`config.mk`:
```
export PLATFORM = sky130hd
export DESIGN_NAME = fir_tap_sum
export DESIGN_NICKNAME = d
export VERILOG_FILES = /design/src/rtl/fir_tap_sum.sv
export SDC_FILE = /design/constraint.sdc
export NUM_CORES = 1
export LEC_CHECK = 0
export CAP_MARGIN = 20
export CELL_PAD_IN_SITES_DETAIL_PLACEMENT = 1
export CELL_PAD_IN_SITES_GLOBAL_PLACEMENT = 2
export CORE_MARGIN = 1.5
export CORE_UTILIZATION = 31
export DETAILED_ROUTE_END_ITERATION = 12
export GPL_TIMING_DRIVEN = 0
export PLACE_DENSITY = 0.9
export SLEW_MARGIN = 20
export SYNTH_ARGS = -nofsm -noshare
export SYNTH_HDL_FRONTEND = slang
export SYNTH_SLANG_ARGS = --single-unit
```
`constraint.sdc`:
```
create_clock -name clk -period 3.8 [get_ports clk]
set_input_delay 0.95 -clock clk [delete_from_list [all_inputs] [get_ports clk]]
set_output_delay 0.95 -clock clk [all_outputs]
set_load 0.02 [all_outputs]
```
`src/rtl/fir_tap_sum.sv`:
```
// Downstream stage of the 3-tap FIR: pipelined tap-product sum, round half-up,
// saturate to DATAWIDTH, with a valid/ready whole-pipeline stall and a saturation counter.
module fir_tap_sum #(
    parameter int unsigned DATAWIDTH     = 16,
    parameter int unsigned PRODUCT_WIDTH = 2 * DATAWIDTH,
    parameter int unsigned FRAC_BITS     = 15,
    parameter int unsigned CNT_WIDTH     = 8
) (
    input  logic                            clk,
    input  logic                            rst,
    input  logic signed [PRODUCT_WIDTH-1:0] tin_tap0,
    input  logic signed [PRODUCT_WIDTH-1:0] tin_tap1,
    input  logic signed [PRODUCT_WIDTH-1:0] tin_tap2,
    input  logic                            in_valid,
    output logic                            in_ready,
    output logic signed [DATAWIDTH-1:0]     out_data,
    output logic                            out_valid,
    input  logic                            out_ready,
    input  logic                            sat_clr,
    output logic [CNT_WIDTH-1:0]            sat_count,
    output logic                            sat_flag
);

    localparam int unsigned S1W = PRODUCT_WIDTH + 1;
    localparam int unsigned S2W = PRODUCT_WIDTH + 2;
    // One extra bit so adding the rounding constant can never wrap.
    localparam int unsigned RW  = PRODUCT_WIDTH + 3;

    localparam logic signed [RW-1:0] HALF    = {{(RW-1){1'b0}}, 1'b1} << (FRAC_BITS - 1);
    localparam logic signed [RW-1:0] MAX_POS = RW'({1'b0, {(DATAWIDTH-1){1'b1}}});
    localparam logic signed [RW-1:0] MIN_NEG = ~MAX_POS;

    logic                  en;
    logic signed [S1W-1:0] s1_a;
    logic signed [S1W-1:0] s1_b;
    logic                  v1;
    logic signed [S2W-1:0] s2_sum;
    logic                  v2;

    logic signed [RW-1:0]        rnd_c;
    logic signed [RW-1:0]        r_c;
    logic signed [DATAWIDTH-1:0] sat_data_c;
    logic                        sat_hit_c;

    // Whole pipeline advances only when the output slot is free or being drained.
    assign en       = !out_valid || out_ready;
    assign in_ready = en;

    // Round half toward +inf, then clamp into the output range.
    always_comb begin
        rnd_c      = RW'(s2_sum) + HALF;
        r_c        = rnd_c >>> FRAC_BITS;
        sat_hit_c  = 1'b0;
        sat_data_c = r_c[DATAWIDTH-1:0];
        if (r_c > MAX_POS) begin
            sat_data_c = MAX_POS[DATAWIDTH-1:0];
            sat_hit_c  = 1'b1;
        end else if (r_c < MIN_NEG) begin
            sat_data_c = MIN_NEG[DATAWIDTH-1:0];
            sat_hit_c  = 1'b1;
        end
    end

    // Data registers load only behind a valid bit; bubbles leave them untouched.
    always_ff @(posedge clk) begin
        if (rst) begin
            s1_a      <= '0;
            s1_b      <= '0;
            v1        <= 1'b0;
            s2_sum    <= '0;
            v2        <= 1'b0;
            out_data  <= '0;
            out_valid <= 1'b0;
        end else if (en) begin
            v1        <= in_valid;
            v2        <= v1;
            out_valid <= v2;
            if (in_valid) begin
                s1_a <= S1W'(tin_tap0) + S1W'(tin_tap1);
                s1_b <= S1W'(tin_tap2);
            end
            if (v1) begin
                s2_sum <= S2W'(s1_a) + S2W'(s1_b);
            end
            if (v2) begin
                out_data <= sat_data_c;
            end
        end
    end

    // Saturation event counter; a coincident clear wins, and the count pins at all-ones.
    always_ff @(posedge clk) begin
        if (rst || sat_clr) begin
            sat_count <= '0;
            sat_flag  <= 1'b0;
        end else if (en && v2 && sat_hit_c) begin
            sat_flag <= 1'b1;
            if (sat_count != {CNT_WIDTH{1'b1}}) begin
                sat_count <= sat_count + CNT_WIDTH'(1);
            end
        end
    end

endmodule

```
Word level (Yosys, flattened, before mapping). Cells that the tools add are included.

Register bits: 127. Output and inout port bits: 27. Word-level logic and storage cells: 29.

$lt $le $gt $ge: 2. Equality and inequality tests: 1. Add/sub/neg operators: 4. Multiplexer cells: 4. Reductions and logical operators: 9.

Operators by type and width (count): 34-bit by 16-bit adder with 35-bit output, second input constant (1); 33-bit by 32-bit adder with 34-bit output (1); 32-bit by 32-bit adder with 33-bit output (1); 16-bit two-way mux (2); 20-bit by 16-bit > comparator with 1-bit output, second input constant (1); 20-bit by 16-bit < comparator with 1-bit output, second input constant (1); 8-bit by 1-bit adder with 8-bit output, second input constant (1); 8-bit inequality test, second input constant (1); 2-bit AND reduction (4); 1-bit logical AND (2); 1-bit logical OR (2); 1-bit two-way mux (2); 1-bit zero test (1).

Logic depth before layout (Yosys ltp).
Depth in word-level cells: 6. Gate-level depth with buffers: 12.

Least setup slack after synthesis. Ideal clock, no wire load.

Path kind: input-to-reg. Start: input port tin_tap0[18]. End: register s1_a[31]. Path slack: 0.514 ns. Required time: 3.674 ns. Arrival: 3.161 ns. Path buffers: 1. Cell stages on the path: 11. Cell sequence: ha_1 clkbuf_1 nand4_1 nor2_1 or4_1 a221oi_1 a21oi_1 o31ai_1 o21ai_0 xnor2_1 o21ai_0.

Word-level cells in the longest chain between the ends: 1.

Ends and longest elaborated chain: start: declaration (line 11) `input logic signed [PRODUCT_WIDTH-1:0] tin_tap0,`; 32-bit by 32-bit adder with 33-bit output (line 79) `s1_a <= S1W'(tin_tap0) + S1W'(tin_tap1);`; end signal: assignment (line 79); end: declaration (line 34) `logic signed [S1W-1:0] s1_a;`.

Every way passes these cells. A chain may end at the register's enable or synchronous reset.

Final worst setup path.
Start: input port tin_tap0[18]. End: register s1_a[27].

Same word-level chain as after synthesis.

==> impl_results.md <==
- Port-buffer cells: 126
- Final Hold Fails: 0
- Worst reg2reg path depth: 9
- Slew of the pin with the lowest slew margin: about 730 ps
- Final period util: 94.8%
- Initial antenna violation count: 0
- H-Tree Level Count: 4
- Share of layout cells above drive strength 1: 3.76%
- Synth top area cells: dfxtp_1 31%, ha_1 11%, a21oi_1 8.6%
- Static Leakage: ~3.9 nW
- GR Overflow Total: 0
- Syn Area/Cell: slightly below 8 µm²
- Nets: 1245
- Post-route antenna net violation count: 0
- Largest area contributor in the netlist: dfxtp_1
- Synth Register Bits: roughly 110
- Number of diodes: 0
- Post-Syn Nets: 1100
- Top cells by count, synth: 165 x nand2_1, 124 x a21oi_1, 113 x dfxtp_1, 66 x ha_1, 61 x nor2_1
- Synth warnings: 0
- Chip width: approximately 160 µm
- Worst hold path class: reg -> reg
- Via-to-Cell Ratio: approximately 5.2
- Worst setup SP type: input port
- Dpl hpwl: 18100 µm
- Synth cell types: 58
- Top Ports: 128
- Number of CTS-inserted buffers: 17
- Std cell rows: 55
- Most common flop cell mapped by yosys: dfxtp_1
- Die ar.: 0.0241 mm²
- Crit-path slowest cell: or4_1
- Peak supply drop: 299 µV
- Iter 0 DRT Violations: 259
- Max Freq: 0.278 GHz
- TritonCTS clock tree: done
- Skew final: 8.36 ps
- All-Layer GR Usage: 19.3%
- Placed insts: 1343
- Async set-reset flop share out of synthesis: 0%
- Synth Instances: 932
- Crit path from: tin_tap0[18]
- Clock Sinks: ~110
- Synth top area share: 31.5%
- Largest net degree at the start of global routing: 17
- Final setup fails: 0
- Worst slack, placed: -433 ps
- Initial Util: 31.7%
- Synthesized area: about 0.0072 mm²
- Clock Tree Buf Depth: 2
- Slew Limit Headroom: 51.4%
- CP dominant cell by count: a21oi_1
- Drt pass-1 iters: 4
- Cells along the critical path: clkdlybuf4s50_1, ha_1, clkbuf_1, nand4_1, nor2_1, or4_1, a221oi_2, a21oi_1, o31ai_2, a21oi_1, o21ai_0, a21oi_1
- Cts hold-fix bufs: 0
- Setup TNS: 0 ps
- Worst reg2reg startpoint: s1_a[7]$_SDFFE_PP0P_
- Clock latency on the worst-skew pair: around 420 ps
- Outcome: finished, final reports clean
- Sequential area share after synthesis: 31.5%
- Slew Viols, Final: 0
- Post-CTS Setup Bufs: 0
- Post-synth EDFFs: 0
- Final WS setup: 198 ps
- Hold Crit Depth: 2
- CTS clk-pin slew, worst paths: 50 ps
- Cts repair resizes: 1
- Layout area overhead: 31.7%
- Vias in the first global route: 7338
- Root buf cell: clkbuf_16
- Via count: 7168
- DRC Markers: 0
- Worst setup path class: in -> reg
- Die Y: about 160 µm
- Routed wire length: around 23000 µm
- Worst setup EP type: register
- WP data required: between 4000 and 5000 ps
- Slowest stage delay, CP: 520 ps
- Worst hold margin: 461 ps
- CP arrival: 3870 ps
- FILL cells: 2765
- Post-route minimum period: between 3000 and 4000 ps
- Core region area: 0.0227 mm²
- Placer Congestion: 0.886
- Hold path start: s1_b[0]$_SDFFE_PP0P_
- Unrepaired setup endpoints after global routing: no
- PD cells: 408 mW/mm²
- First-pass GRT wire length: about 37000 µm
- Maximum fanout along the worst path: 8
- Post-route non-filler standard cell count: 1375
- Max Cap Viol: 0
- Detailed-route wire length per cell: 16.5 µm
- Most common cell in the netlist: nand2_1
worst max-delay path: cells and delay by family:
| kind | cells | cell delay, ps |
|---|---|---|
| AOI/OAI and AO/OA | 6 | 1270 |
| adders and majority gates | 1 | 290 |
| buffers and inverters | 2 | 610 |
| and+or+nand+nor | 3 | 740 |
flip-flops by register name, indices dropped and copies added, names as in the netlist:
signal	count
s1_a	33
s1_b	32
s2_sum	20
out_data	16
sat_count	8
out_valid	1
sat_flag	1
v1	1
v2	1
metal layers:
layer,routed length (µm),global-route usage (%),up-vias
met4,224,5.26,0
met5,0,0,-
li1,-,-,3638
met1,10700,24.8,3379
met3,864,2.65,17
met2,10900,34.0,134
through the flow:
stage / power [mW] / area (µm²) / util [%]
after floorplan: 1.84 / 7190 / -
after global placement: 2.14 / 8810 / 38.8
after detailed placement: 2.16 / 8810 / 38.8
after CTS: 3.90 / 9450 / 41.6
after global routing: 4.04 / 9470 / 41.7
final: 3.87 / 9470 / 41.7
worst paths after layout:
check	endpoint	slack (ps)
setup / recovery	s1_a[27]$_SDFFE_PP0P_	200
hold / removal	s1_b[0]$_SDFFE_PP0P_	460
setup reg to reg	s2_sum[25]$_SDFFE_PP0P_	770
hold reg to reg	s1_b[0]$_SDFFE_PP0P_	460
power breakdown:
group | total [mW] | leakage, nW | internal (mW) | switching (mW)
registers | 1.33 | 0.927 | 1.27 | 0.0683
logic | 0.809 | 2.68 | 0.363 | 0.447
clock network | 1.72 | 0.305 | 1.16 | 0.561
layout make-up:
cell class                      count  area, µm²  area share [%]
Buffer                             40        150            1.59
Tap cell                          285        357            3.77
Timing Repair Buffer              126       1260            13.3
Inverter                           18       67.6           0.713
Clock buffer                       23        488            5.15
Multi-Input combinational cell    761       4730            50.0
Sequential cell                   113       2260            23.9
Clock inverter                      9        153            1.61
cell usage in the layout, fill, tap and decap left out, types with 6 or more instances in the layout:
| cell type | synthesis | routed |
|---|---|---|
| a21o_1 | 28 | 28 |
| and4_1 | 6 | 6 |
| nor2_1 | 61 | 60 |
| o21ai_0 | 54 | 53 |
| nand2b_1 | 12 | 12 |
| dfxtp_1 | 113 | 113 |
| nor2b_1 | 7 | 7 |
| a31oi_1 | 8 | 8 |
| clkbuf_16 | 0 | 17 |
| nand2_1 | 165 | 165 |
| o21a_1 | 9 | 9 |
| clkdlybuf4s50_1 | 0 | 126 |
| nand4_1 | 15 | 15 |
| o21bai_1 | 6 | 6 |
| and3_1 | 19 | 19 |
| nand3_1 | 27 | 27 |
| a211oi_1 | 16 | 15 |
| xnor2_1 | 29 | 29 |
| clkbuf_1 | 39 | 41 |
| a21oi_1 | 124 | 124 |
| xor2_1 | 23 | 23 |
| nor3_1 | 9 | 9 |
| inv_1 | 18 | 18 |
| ha_1 | 66 | 66 |
| and2_1 | 10 | 10 |
| or3_1 | 7 | 7 |
cells by family (layout without fill, tap and decap cells):
| logic type | count (synthesis) | in the layout | synth area share (%) |
|---|---|---|---|
| AO/OA/AOI/OAI | 287 | 287 | 24.4 |
| XOR/XNOR | 52 | 52 | 6.34 |
| adder cells (fa/ha/maj) | 67 | 67 | 11.8 |
| buffers and inverters | 58 | 216 | 3.03 |
| flip-flops | 113 | 113 | 31.5 |
| multiplexers | 3 | 3 | 0.418 |
| AND/OR/NAND/NOR | 352 | 352 | 22.6 |
Note: power is estimated with default switching activity, not from simulation.
